$ cat src/rtl/sseg_scan4_if.sv
// Bus between the upstream counter logic and the 4-digit seven-segment scanner.
// The master supplies the value to display and observes the pin-level outputs.
interface sseg_scan4_if;
   logic [15:0] value;
   logic [3:0]  dp;
   logic        lz;
   logic [7:0]  sseg;
   logic [3:0]  en_dig;
   logic        frame_tick;

   modport master (
      output value, dp, lz,
      input  sseg, en_dig, frame_tick
   );

   modport slave (
      input  value, dp, lz,
      output sseg, en_dig, frame_tick
   );
endinterface

$ cat src/rtl/sseg_scan4.sv
// Time-multiplexed common-anode 4-digit seven-segment driver with per-frame
// shadow latching, anti-ghosting blank interval and leading-zero suppression.
module sseg_scan4 #(
   parameter int SCAN_DIV  = 50000,
   parameter int BLANK_CYC = 16
) (
   input  logic clk,
   input  logic reset,
   sseg_scan4_if.slave bus
);
   localparam int PW = (SCAN_DIV > 1) ? $clog2(SCAN_DIV) : 1;
   localparam logic [PW-1:0] PRE_LAST  = PW'(SCAN_DIV - 1);
   localparam logic [PW-1:0] BLANK_END = PW'(BLANK_CYC);

   logic [PW-1:0] pre;
   logic [1:0]    idx;
   logic          load_pend;
   logic [15:0]   sh_value;
   logic [3:0]    sh_dp;
   logic          sh_lz;
   logic          pre_wrap;
   logic          load;

   logic [3:0]    nibble;
   logic          suppress;
   logic [7:0]    next_sseg;
   logic [3:0]    next_en;
   logic [7:0]    sseg_q;
   logic [3:0]    en_q;
   logic          tick_q;

   assign pre_wrap = (pre == PRE_LAST);
   assign load     = load_pend | (pre_wrap & (idx == 2'd3));

   // Active-low glyph for segments g..a (bit 0 = a).
   function automatic logic [6:0] glyph(input logic [3:0] n);
      case (n)
         4'h0: glyph = 7'h40;
         4'h1: glyph = 7'h79;
         4'h2: glyph = 7'h24;
         4'h3: glyph = 7'h30;
         4'h4: glyph = 7'h19;
         4'h5: glyph = 7'h12;
         4'h6: glyph = 7'h02;
         4'h7: glyph = 7'h78;
         4'h8: glyph = 7'h00;
         4'h9: glyph = 7'h10;
         4'hA: glyph = 7'h08;
         4'hB: glyph = 7'h03;
         4'hC: glyph = 7'h46;
         4'hD: glyph = 7'h21;
         4'hE: glyph = 7'h06;
         default: glyph = 7'h0E;
      endcase
   endfunction

   // The load-pending cycle after reset holds the counters so that the first
   // frame is as long as every later one.
   always_ff @(posedge clk or negedge reset) begin
      if (!reset) begin
         pre       <= '0;
         idx       <= 2'd0;
         load_pend <= 1'b1;
      end else if (load_pend) begin
         load_pend <= 1'b0;
      end else if (pre_wrap) begin
         pre <= '0;
         idx <= idx + 2'd1;
      end else begin
         pre <= pre + PW'(1);
      end
   end

   always_ff @(posedge clk or negedge reset) begin
      if (!reset) begin
         sh_value <= 16'h0000;
         sh_dp    <= 4'h0;
         sh_lz    <= 1'b0;
      end else if (load) begin
         sh_value <= bus.value;
         sh_dp    <= bus.dp;
         sh_lz    <= bus.lz;
      end
   end

   always_comb begin
      nibble    = sh_value[{idx, 2'b00} +: 4];
      suppress  = 1'b0;
      next_sseg = 8'hFF;
      next_en   = 4'hF;
      case (idx)
         2'd3:    suppress = sh_lz & (sh_value[15:12] == 4'h0);
         2'd2:    suppress = sh_lz & (sh_value[15:8] == 8'h00);
         2'd1:    suppress = sh_lz & (sh_value[15:4] == 12'h000);
         default: suppress = 1'b0;
      endcase
      if (!load_pend && !(pre < BLANK_END)) begin
         next_en   = ~(4'b0001 << idx);
         next_sseg = {~sh_dp[idx], suppress ? 7'h7F : glyph(nibble)};
      end
   end

   always_ff @(posedge clk or negedge reset) begin
      if (!reset) begin
         sseg_q <= 8'hFF;
         en_q   <= 4'hF;
         tick_q <= 1'b0;
      end else begin
         sseg_q <= next_sseg;
         en_q   <= next_en;
         tick_q <= load;
      end
   end

   assign bus.sseg       = sseg_q;
   assign bus.en_dig     = en_q;
   assign bus.frame_tick = tick_q;
endmodule
$ cat src/flat_wrapper.sv
// flat-port wrapper written by rule: the top's interface ports become plain ports
module sseg_scan4_flat 
#(
   parameter int SCAN_DIV  = 50000,
   parameter int BLANK_CYC = 16
)
  (clk, reset, bus_value, bus_dp, bus_lz, bus_sseg, bus_en_dig, bus_frame_tick);
  sseg_scan4_if bus_i ();
  input  logic clk;
  input  logic reset;
  input wire logic [$bits(bus_i.value)-1:0] bus_value;
  input wire logic [$bits(bus_i.dp)-1:0] bus_dp;
  input wire logic [$bits(bus_i.lz)-1:0] bus_lz;
  output wire logic [$bits(bus_i.sseg)-1:0] bus_sseg;
  output wire logic [$bits(bus_i.en_dig)-1:0] bus_en_dig;
  output wire logic [$bits(bus_i.frame_tick)-1:0] bus_frame_tick;
  assign bus_i.value = bus_value;
  assign bus_i.dp = bus_dp;
  assign bus_i.lz = bus_lz;
  assign bus_sseg = bus_i.sseg;
  assign bus_en_dig = bus_i.en_dig;
  assign bus_frame_tick = bus_i.frame_tick;
  sseg_scan4 #(.SCAN_DIV(SCAN_DIV), .BLANK_CYC(BLANK_CYC)) u_core (.clk(clk), .reset(reset), .bus(bus_i));
endmodule
$ cat config.mk
export PLATFORM = sky130hd
export DESIGN_NAME = sseg_scan4_flat
export DESIGN_NICKNAME = d
export VERILOG_FILES = /design/src/rtl/sseg_scan4_if.sv /design/src/rtl/sseg_scan4.sv /design/src/flat_wrapper.sv
export SDC_FILE = /design/constraint.sdc
export NUM_CORES = 1
export LEC_CHECK = 0
export CAP_MARGIN = 30
export CORE_ASPECT_RATIO = 0.5
export CORE_MARGIN = 5
export CORE_UTILIZATION = 40
export CTS_CLUSTER_SIZE = 25
export DETAILED_ROUTE_END_ITERATION = 8
export SYNTH_ARGS = -nofsm -noshare
export SYNTH_HDL_FRONTEND = slang
export SYNTH_SLANG_ARGS = --single-unit
$ cat constraint.sdc
create_clock -name clk -period 3.5 [get_ports clk]
set_input_delay 1.05 -clock clk [delete_from_list [all_inputs] [get_ports clk]]
set_output_delay 1.05 -clock clk [all_outputs]
set_load 0.05 [all_outputs]
# --- After elaboration in Yosys (flattened, before gate mapping) ---
# Memory sizes are Yosys's and may differ from the RTL's.
# Index checks and enable logic that the tools add are counted.
word_totals:
  register_bits: 53
  romBits: 112
  in_bits: 23
  output_inout_bits: 13
  wordCells: 42
  mem_count: 1
classes:
  add_sub_neg: 2
  order_cmp: 2
  eq_ne: 4
  shifts: 2
  n_mux: 7
  bitwise: 8
  n_reduce_logical: 7
memory_table:
  columns: ["memory", "depth", "word_bits", "read_ports", "rd_clocked_by_memory_dff", "write_ports", "line_no", "source"]
  rows:
  - ["(no name shown)", 16, 7, 1, 0, 0, "sseg_scan4.sv:37", "case (n)"]
ops:
  columns: ["operator", "n"]
  rows:
  - ["16-bit by 1-bit adder with 16-bit output, second input constant", 1]
  - ["16-bit == test, second input constant", 1]
  - ["16-bit by 5-bit less-than comparator with 1-bit output, second input constant", 1]
  - ["16-bit 2-to-1 mux", 1]
  - ["16-bit by 5-bit variable part select with 4-bit output", 1]
  - ["12-bit zero test", 1]
  - ["8-bit zero test", 1]
  - ["8-bit 2-to-1 mux", 1]
  - ["7-bit 2-to-1 mux", 1]
  - ["1-bit bitwise AND", 4]
  - ["2-bit == test, second input constant", 2]
  - ["4-bit zero test", 1]
  - ["4-bit 2-to-1 mux", 1]
  - ["4-bit NOT", 1]
  - ["1-bit by 2-bit left shift with 4-bit output, first input constant", 1]
  - ["2-bit by 3-bit less-than comparator with 1-bit output, second input constant", 1]
  - ["1-bit case mux with 3 select lines", 1]
  - ["2-bit by 1-bit adder with 2-bit output, second input constant", 1]
  - ["1-bit binary-select mux with 2-bit select", 1]
  - ["2-bit by 1-bit == test with 1-bit output, second input constant", 1]
  - ["1-bit zero test", 2]
  - ["1-bit NOT", 2]
  - ["2-bit AND reduction", 1]
  - ["1-bit logical AND", 1]
  - ["2 further kinds", 2]

# --- Depth between registers and ports, before layout ---
# Gate-level depths: netlist of the first run.
depth:
  ltp_word: 5
  depth_mapped: 7
  mapped_depth_nobuf: 6

# --- Worst setup path after synthesis of the first run ---
# Ideal clock, no wire load.
synth_timing:
  kind: "register -> register"
  from: "register u_core.idx[1]"
  to: "register u_core.sseg_q[3], in the netlist u_core.bus.sseg[3]"
  setup_ps: 86
  arrival_time_ps: 1819
  t_required_ps: 3414
  setup_slack_ps: 1595
  stages_incl_launch_ff: 7
  n_path_buf: 1
  synth_period_minus_slack_ps: 1905
  path_cell_list: "dfrtp_1 -> buf_2 -> mux4_2 -> ha_1 -> or2_2 -> a21oi_1 -> o21ai_1"
synth_via:
  elab_chain_len: 4
  elab_cells_between_ends: 8
  classes_between: "eq/ne (3); shift (1); mux (3); memory (1)"
synth_lines:
  columns: ["item", "line_no", "source"]
  rows:
  - ["from (decl)", "sseg_scan4.sv:16", "logic [1:0] idx;"]
  - ["from (signal assigned)", "sseg_scan4.sv:68", "idx <= idx + 2'd1;"]
  - ["16-bit by 5-bit variable part select with 4-bit output (tied with other cells)", "sseg_scan4.sv:87", "nibble = sh_value[{idx, 2'b00} +: 4];"]
  - ["memory 16 x 7 bit or 1-bit case mux with 3 select lines (tied branches)", null, null]
  - ["7-bit 2-to-1 mux (*)", "sseg_scan4.sv:99", "next_sseg = {~sh_dp[idx], suppress ? 7'h7F : glyph(nibble)};"]
  - ["8-bit 2-to-1 mux (*)", "sseg_scan4.sv:97", "if (!load_pend && !(pre < BLANK_END)) begin"]
  - ["via u_core.next_sseg[3]", "sseg_scan4.sv:26", "logic [7:0] next_sseg;"]
  - ["to (signal assigned)", "sseg_scan4.sv:109", "sseg_q <= next_sseg;"]
  - ["to (decl)", "sseg_scan4.sv:28", "logic [7:0] sseg_q;"]
# The timed path passes the listed nets; every way through them passes the cells marked *.
# A chain may end at the register's enable or synchronous reset.

# --- Final worst setup path of the first run ---
layout_timing:
  from: "register u_core.en_q[0], in the netlist u_core.bus.en_dig[0]"
  to: "output bus_en_dig[0]"
layout_rtl:
  columns: ["item", "line_no", "source"]
  rows:
  - ["from (decl)", "sseg_scan4.sv:29", "logic [3:0] en_q;"]
  - ["from (signal assigned)", "sseg_scan4.sv:110", "en_q <= next_en;"]
  - ["to (decl)", "flat_wrapper.sv:15", "output wire logic [$bits(bus_i.en_dig)-1:0] bus_en_dig;"]
# No word-level cell between the ends.

==> impl_metrics.csv, run 1 <==
group,metric,value,unit
finish,syn_to_final_growth,19.7,%
sta,worst_clock_skew,0.00511,ns
die,die_area,0.00868,mm2
die,dieHeight,68.4,um
cts,cts_buffers,5,
critical_path,critPathKind,"reg -> out",
cts,clkLatencyLatePin,0.29,ns
cts,clk_path_buf_depth,2,
hold_path,min_from,"u_core.pre[12]",
power,ir_worst_vdd,0.262,mV
critical_path,end_kind,"output port",
critical_path,r2r-end,"u_core.sh_value[11]",
die,io_pins,36,
sta,hold_violations,0,
finish,multi_input_area,0.00128,mm2
run,cap_viol_max_count,0,
cts,cts_resized,0,
finish,final_util,49.2,%
placement,gp_congestion,0.849,
critical_path,required,2.45,ns
yosys,postSynthCellCount,210,
sta,finalCritPeriodShare,75.7,%
critical_path,crit_chain,"clkdlybuf4s50_1",
yosys,syn_avg_cell_area,13.0,um2
sta,tns,0,ns
hold_path,whs_path_depth,1,
hold_path,hp-class,"reg -> reg",
finish,nets,280,
yosys,seq_area_frac_synth,49.2,%
sta,hold_slack,0.502,ns
cts,ctsHtreeMaxLevel,2,
sta,tightest_slew,0.639,ns
yosys,synth_edf_count,0,
placement,hpwl,3670,um
placement,io_buffers,35,
yosys,ys_seq_elements,53,
critical_path,arrival,1.60,ns
power,clkPwrFrac,28.0,%
power,intPower,1.22,mW
grt,grt_pass1_vias,1801,
yosys,synth_warnings,0,
power,power.net_switching,0.555,mW
drt,routed_wirelength,5030,um
finish,seqCellArea,0.00134,mm2
sta,setup_viol,0,
cts,ctsHoldBuffers,0,
drt,num_vias,1693,
cts,cts.sinks,53,
sta,finalMaxSlewViolations,0,
power,p_leak,1.39,nW
power,seqPwrFrac,45.6,%
grt,grt_max_degree,23,
finish,drive_above_1_share,23.1,%
power,swShare,31.3,%
critical_path,slowest_stage,"clkdlybuf4s50_1",
hold_path,holdPathEnd,"u_core.pre[12]",
cts,path_clk_slew,0.07,ns
sta,fin_crit,2.65,ns
cts,tritoncts,"yes",
sta,clock.fmax,378,MHz
die,initial_core_util,41.1,%
sta,relSlewSlack,56.9,%
yosys,syn_area,0.00273,mm2
critical_path,slowest_delay,0.79,ns
drt,final_antenna_net_count,0,
grt,grt_usage,13.1,%
power,comb_power_share,26.4,%
critical_path,worstPathMaxFanout,1,
drt,drc_errors,0,
drt,firstDrtPassIters,4,
outcome,outcome,"finished, final reports clean",
yosys,ys_types,44,
critical_path,rrSetupSlack,1.40,ns
grt,grt_pass1_wl,8720,um
drt,via_per_inst,4.99,
sta,rsz0062_at_grt,"false",
critical_path,critPathBufInv,1,
die,row_count,21,
critical_path,reg2regPathDepth,4,
critical_path,cpLargestDelayFamily,"buffers and inverters",
drt,drtIter0Drc,78,
power,p_per_area,542,mW/mm2
die,coreArea,0.00665,mm2
grt,antenna_found_initial,0,
cts,cts_root_buf,"clkbuf_16",
die,die_w,127,um
yosys,async_reset_ff_share,100,%
critical_path,worstReg2RegStart,"u_core.pre[7]",
yosys,syn_nets,244,
drt,routedWlPerCell,14.8,um
yosys,synthFlopType,"dfrtp_1",
grt,grt_overflow_total,0,
cts,postCtsSetupRepairBufs,0,
finish,diodes,0,
finish,n_fill_cell,585,
critical_path,critPathLaunchType,"flop",
-- cell usage after synthesis, types with 4 or more instances --
library cell,n,area share (%)
nor4_1,4,0.92
nor2_1,10,1.4
inv_1,6,0.82
dfstp_2,13,13
nand4_1,6,1.4
xnor2_1,8,2.6
nand2_1,17,2.3
ha_1,11,5.0
mux2_4,19,10
o21ai_0,4,0.73
mux2_2,4,1.6
and3_1,5,1.1
mux4_2,6,4.9
xor2_1,10,3.2
dfrtp_1,40,37
-- power by group through the flow --
stage,clock network [mW],registers [mW],logic [mW]
after floorplan,0,0.916,0.228
after global placement,0,0.815,0.467
after detailed placement,0,0.819,0.473
after CTS,0.512,0.809,0.475
after global routing,0.541,0.822,0.514
final,0.496,0.808,0.469
-- cell families after synthesis --
kind of cell,after synthesis,synth area share [%]
flip-flops,53,49.2
AND/OR/NAND/NOR,62,12.8
other,1,0.137
multiplexers,31,17.8
buffers and inverters,14,3.94
XOR/XNOR,18,5.77
AO/OA/AOI/OAI,20,5.36
adder cells (fa/ha/maj),11,5.04
-- cells in the final DEF (no fill, tap or decap), types with 4 or more instances in the layout --
master           instances
dfrtp_1                 40
clkdlybuf4s50_1         34
mux2_4                  19
nand2_1                 17
dfstp_2                 13
ha_1                    11
xor2_1                  10
nor2_1                  10
xnor2_1                  8
inv_1                    6
mux4_2                   6
nand4_1                  6
and3_1                   5
clkbuf_16                5
nor4_1                   4
mux2_2                   4
o21ai_0                  4
-- flip-flops by register name, indices dropped and copies added (netlist names) --
signal,flops
u_core.sh_value,16
u_core.load_pend,1
u_core.sh_lz,1
u_core.pre,16
u_core.bus.sseg,8
u_core.idx,2
u_core.bus.en_dig,4
u_core.sh_dp,4
u_core.bus.frame_tick,1
-- per-stage QoR --
stage / cells / setup slack [ns] / power (mW) / cell area (um2)
finish: 339 / 0.852 / 1.77 / 3270
global route: 339 / 0.809 / 1.88 / 3270
CTS: 339 / 0.834 / 1.80 / 3270
detailed placement: 331 / 1.16 / 1.29 / 3120
global placement: 331 / 1.16 / 1.28 / 3120
floorplan: 210 / 1.59 / 1.14 / 2730
-- how the worst max path moves through the flow --
stage                     cells past startpoint  slack [ns]                 start            endpoint
after floorplan                               6        1.59         u_core.idx[1]  u_core.bus.sseg[3]
after global placement                        1        1.16    u_core.bus.sseg[0]         bus_sseg[0]
after detailed placement                      1        1.16  u_core.bus.en_dig[3]       bus_en_dig[3]
after CTS                                     1        0.83  u_core.bus.en_dig[3]       bus_en_dig[3]
after global routing                          1        0.81    u_core.bus.sseg[4]         bus_sseg[4]
final                                         1        0.85  u_core.bus.en_dig[0]       bus_en_dig[0]
-- cell type report --
| type | instances | area share [%] |
|---|---|---|
| clock buffer | 8 | 4.48 |
| timing repair buffer | 37 | 11.0 |
| tap | 92 | 3.52 |
| sequential | 53 | 41.1 |
| inverter | 6 | 0.689 |
| multi-input combinational | 143 | 39.2 |
-- metal layers --
metal / GRT usage [%] / part of all wire (%) / up-vias
met5: 0 / 0 / -
met1: 15.7 / 48 / 847
met3: 4.21 / 3.4 / 8
li1: - / - / 819
met2: 22.2 / 47 / 19
met4: 5.88 / 1.6 / 0
Note: power is estimated with default switching activity, not from simulation.
==> inputs of run 2 (changes only) <==
==> constraint.sdc (replaced) <==
create_clock -name clk -period 2.3 [get_ports clk]
set_input_delay 0.69 -clock clk [delete_from_list [all_inputs] [get_ports clk]]
set_output_delay 0.69 -clock clk [all_outputs]
set_load 0.05 [all_outputs]
==> run 2 against run 1 <==
Cell count up 0.29%. Register-to-register slack worse by 1.2 ns. Via count up 0.53%. Sequential share of layout area up 0.13 points. Combinational power up 52%. Sequential power up 52%. Largest cell class unchanged. Clock power up 50%. Critical endpoint is now bus_frame_tick. Clock skew up 0.0010 ns.
==> impl_metrics.csv, run 2 (same netlist as run 1, synthesis figures left out) <==
group,metric,value,unit
cts,cts_root_buf,"clkbuf_16",
critical_path,crit_cells,1,
critical_path,arrival,1.43,ns
die,io_pins,36,
grt,met3_usage,3.59,%
finish,nets,281,
drt,final_antenna_net_count,0,
grt,grt_max_degree,28,
placement,dp_cells,332,
grt,antenna_found_initial,0,
critical_path,rrSetupSlack,0.24,ns
sta,clock.fmax,472,MHz
die,die_w,127,um
die,coreArea,0.00665,mm2
power,clkPwrFrac,27.7,%
grt,grt_busiest_layer,"met2",
grt,gr-usage-met2,21.6,%
finish,drive_above_1_share,28.2,%
drt,num_vias,1702,
power,comb_power_share,26.5,%
sta,hold_violations,0,
drt,routedWlPerCell,15.1,um
sta,hold_slack,0.328,ns
placement,pre_cts_ws,0.242,ns
cts,cts_buffers,5,
sta,tns,0,ns
die,initial_core_util,41.1,%
drt,drtIter0Drc,70,
critical_path,r2r-end,"u_core.sh_value[11]",
finish,diodes,0,
cts,clk_path_buf_depth,2,
drt,via_per_inst,5.01,
cts,ctsHtreeMaxLevel,2,
critical_path,crit_chain,"clkdlybuf4s50_1",
drt,drc_errors,0,
sta,finalCritPeriodShare,92.2,%
sta,worst_clock_skew,0.00613,ns
critical_path,required,1.61,ns
die,die_area,0.00868,mm2
cts,tritoncts,"yes",
critical_path,worstPathMaxFanout,1,
power,swShare,31.4,%
finish,n_fill_cell,599,
critical_path,crit_start,"u_core.bus.frame_tick",
placement,io_buffers,35,
die,row_count,21,
power,p_per_area,826,mW/mm2
finish,stdcell_count,340,
power,seqPwrFrac,45.9,%
critical_path,slowest_delay,0.80,ns
drt,firstDrtPassIters,4,
cts,cts.sinks,53,
cts,postCtsSetupRepairBufs,0,
power,p_total,2.69,mW
critical_path,slowest_stage,"clkdlybuf4s50_1",
grt,grtUsageMet1,17.2,%
cts,cts_resized,0,
sta,fin_crit,2.12,ns
placement,gp_congestion,0.753,
cts,ctsHoldBuffers,0,
cts,clkLatencyLatePin,0.29,ns
critical_path,cpLargestDelayFamily,"buffers and inverters",
drt,routed_wirelength,5130,um
critical_path,worstReg2RegStart,"u_core.pre[7]",
sta,rsz0062_at_grt,"false",
grt,grt_pass1_wl,8760,um
critical_path,critPathLaunchType,"flop",
critical_path,endpoint,"bus_frame_tick",
sta,finalMaxSlewViolations,0,
cts,path_clk_slew,0.07,ns
critical_path,critPathBufInv,1,
grt,grt_pass1_vias,1740,
placement,hpwl,3810,um
sta,fin_ws,0.180,ns
critical_path,end_kind,"output port",
die,dieHeight,68.4,um
run,cap_viol_max_count,0,
sta,setup_viol,0,
power,intPower,1.85,mW
hold_path,hp-class,"in -> async",
power,power.net_switching,0.845,mW
critical_path,critPathKind,"reg -> out",
power,p_leak,1.40,nW
outcome,outcome,"finished, final reports clean",
finish,layout_commonest_cell,"dfrtp_1",
grt,grt_overflow_total,0,
critical_path,reg2regPathDepth,4,
grt,grt_usage,13.1,%
finish,syn_to_final_growth,19.3,%
finish,layout_common_cells,"dfrtp_1, clkdlybuf4s50_1, mux2_4, nand2_1, buf_4",
power,ir_worst_vdd,0.260,mV
-- run 2: changes by cell type in the layout (fill, tap and decap cells not counted) --
cell and change:
buf_4 +12, clkdlybuf4s50_1 -12, buf_12 +1
-- run 2: final cells by class --
| class | count | area [um2] | share of cell area [%] |
|---|---|---|---|
| Sequential cell | 53 | 1340 | 41.2 |
| Multi-Input combinational cell | 143 | 1280 | 39.3 |
| Timing Repair Buffer | 38 | 350 | 10.8 |
| Clock buffer | 8 | 146 | 4.49 |
| Tap cell | 92 | 115 | 3.53 |
| Inverter | 6 | 22.5 | 0.691 |
-- run 2: worst min-delay path by stage --
| stage | from | to | slack [ns] | depth (start not counted) |
|---|---|---|---|---|
| 2_1_floorplan | reset | u_core.bus.frame_tick | 0.39 | 0 |
| 3_3_place_gp | u_core.pre[15] | u_core.pre[15] | 0.49 | 1 |
| 3_5_place_dp | u_core.sh_dp[2] | u_core.sh_dp[2] | 0.49 | 1 |
| 4_1_cts | reset | u_core.sh_value[7] | 0.34 | 1 |
| 5_1_grt | reset | u_core.pre[8] | 0.36 | 1 |
| 6_report | reset | u_core.pre[8] | 0.33 | 1 |
-- run 2: per-layer routing --
metal  up-vias  wire (um)
met1       861       2510
li1        822          -
met2        12       2420
met3         7        147
met5         -          0
met4         0         53
-- run 2: per-stage QoR --
stage          cell area (um2)  util (%)
2_1_floorplan             2730         -
3_3_place_gp              3110      46.8
3_5_place_dp              3110      46.8
4_1_cts                   3260      49.0
5_1_grt                   3260      49.0
6_report                  3260      49.0
-- run 2: power groups by stage --
stage	clock (mW)	combinational [mW]	sequential [mW]
after floorplan	0	0.347	1.39
after global placement	0	0.706	1.25
after detailed placement	0	0.716	1.25
after CTS	0.771	0.721	1.23
after global routing	0.824	0.782	1.25
final	0.745	0.713	1.23
==> inputs of run 3 (changes only) <==
==> constraint.sdc (replaced) <==
create_clock -name clk -period 2.4 [get_ports clk]
set_input_delay 0.72 -clock clk [delete_from_list [all_inputs] [get_ports clk]]
set_output_delay 0.72 -clock clk [all_outputs]
set_load 0.05 [all_outputs]
==> run 3 against run 2 <==
Utilization up 0.70 points. Clock skew is 0.0019 ns lower. Clock power rose by 10%. Die area stayed put. Sequential power down 4%. Global-route usage down 0.37 points. Critical path type unchanged. Critical endpoint is now bus_sseg[0]. Largest cell class unchanged. Largest power group unchanged. Highest routed layer unchanged.
==> impl_metrics.csv, run 3 (same netlist as run 1, synthesis figures left out) <==
group,metric,value,unit
finish,seqCellArea,0.00134,mm2
drt,num_vias,1735,
critical_path,reg2regPathDepth,4,
die,coreArea,0.00665,mm2
cts,tritoncts,"yes",
sta,fin_crit,2.32,ns
grt,antenna_found_initial,0,
drt,firstDrtPassIters,4,
die,row_count,21,
critical_path,critPathKind,"reg -> out",
power,p_per_area,817,mW/mm2
finish,drive_above_1_share,25.4,%
finish,stdcell_area,0.00330,mm2
die,die_area,0.00868,mm2
die,die_w,127,um
grt,grt_usage,12.7,%
grt,grt_pass1_vias,1771,
finish,diodes,0,
finish,n_fill_cell,597,
placement,place_area,0.00313,mm2
sta,rsz0062_at_grt,"false",
critical_path,cpLargestDelayFamily,"buffers and inverters",
cts,cts_buffers,5,
critical_path,arrival,1.60,ns
die,dieHeight,68.4,um
power,p_leak,1.41,nW
drt,via_per_inst,5.10,
cts,cts_root_buf,"clkbuf_16",
sta,finalCritPeriodShare,96.6,%
placement,gp_congestion,0.833,
placement,hpwl,3780,um
critical_path,r2r-end,"u_core.sh_value[11]",
drt,routed_wirelength,5100,um
finish,syn_to_final_growth,21.0,%
drt,drtIter0Drc,69,
sta,relSlewSlack,66.7,%
grt,grt_pass1_wl,8500,um
critical_path,rrSetupSlack,0.29,ns
die,initial_core_util,41.1,%
sta,hold_violations,0,
critical_path,critPathLaunchType,"flop",
critical_path,slowest_stage,"clkdlybuf4s50_1",
critical_path,required,1.68,ns
sta,clock.fmax,431,MHz
cts,clkLatencyLatePin,0.29,ns
power,ir_worst_vdd,0.308,mV
sta,tns,0,ns
finish,layout_common_cells,"dfrtp_1, clkdlybuf4s50_1, mux2_4, nand2_1, dfstp_2",
cts,postCtsSetupRepairBufs,0,
critical_path,slowest_delay,0.79,ns
sta,tightest_slew,0.498,ns
drt,routedWlPerCell,15.0,um
cts,ctsHoldBuffers,0,
cts,ctsHtreeMaxLevel,2,
critical_path,worstReg2RegStart,"u_core.pre[13]",
sta,finalMaxSlewViolations,0,
grt,grt_overflow_total,0,
finish,layout_commonest_cell,"dfrtp_1",
finish,multi_input_area,0.00128,mm2
die,io_pins,36,
critical_path,critPathBufInv,1,
cts,cts_resized,0,
grt,grt_max_degree,24,
critical_path,crit_chain,"clkdlybuf4s50_1",
finish,nets,281,
cts,path_clk_slew,0.07,ns
drt,drc_errors,0,
hold_path,hp-class,"in -> async",
critical_path,worstPathMaxFanout,1,
cts,clk_path_buf_depth,2,
sta,setup_viol,0,
sta,worst_clock_skew,0.00425,ns
run,cap_viol_max_count,0,
outcome,outcome,"finished, final reports clean",
critical_path,end_kind,"output port",
drt,final_antenna_net_count,0,
placement,io_buffers,35,
cts,cts.sinks,53,
[run 3: cell count changes in the layout (fill, tap and decap cells not counted)]
| cell | change |
|---|---|
| clkdlybuf4s50_1 | +8 |
| bufinv_16 | +1 |
| buf_4 | -8 |
| clkbuf_1 | -1 |
[run 3: layout make-up]
type                            instances  area share [%]
Inverter                                6           0.682
Clock buffer                            7            4.32
Multi-Input combinational cell        143            38.8
Clock inverter                          1           0.909
Timing Repair Buffer                   38            11.2
Tap cell                               92            3.48
Sequential cell                        53            40.6
[run 3: worst max path at each step]
stage / from / endpoint / slack [ns] / cells past startpoint
after floorplan: u_core.idx[1] / u_core.bus.sseg[3] / 0.49 / 6
after detailed placement: u_core.pre[7] / u_core.sh_value[11] / 0.33 / 4
after CTS: u_core.bus.sseg[0] / bus_sseg[0] / 0.07 / 1
after global routing: u_core.bus.sseg[7] / bus_sseg[7] / 0.05 / 1
final: u_core.bus.sseg[0] / bus_sseg[0] / 0.08 / 1
after global placement: u_core.idx[1] / u_core.bus.sseg[3] / 0.36 / 5
[run 3: routing by layer]
layer  up-vias  share of wire (%)  global-route usage [%]
met3         8                4.0                    3.90
met5         -                  0                       0
met4         0                1.2                    4.01
met1       880                 45                    16.0
li1        821                  -                       -
met2        26                 50                    21.3
[run 3: where the power goes]
part           internal [mW]  switching, mW
logic                  0.305          0.392
registers               1.06          0.119
clock network          0.521          0.302
total                   1.89          0.814
[run 3: through the flow]
stage                     util, %  total power [mW]  worst slack (ns)  hold slack, ns  cells
after global routing         49.7              2.85            0.0473           0.373    340
after CTS                    49.7              2.73            0.0658           0.355    340
after floorplan                 -              1.67             0.495           0.424    210
final                        49.7              2.70            0.0820           0.345    340
after global placement       47.1              1.88             0.356           0.476    332
after detailed placement     47.1              1.90             0.328           0.477    332
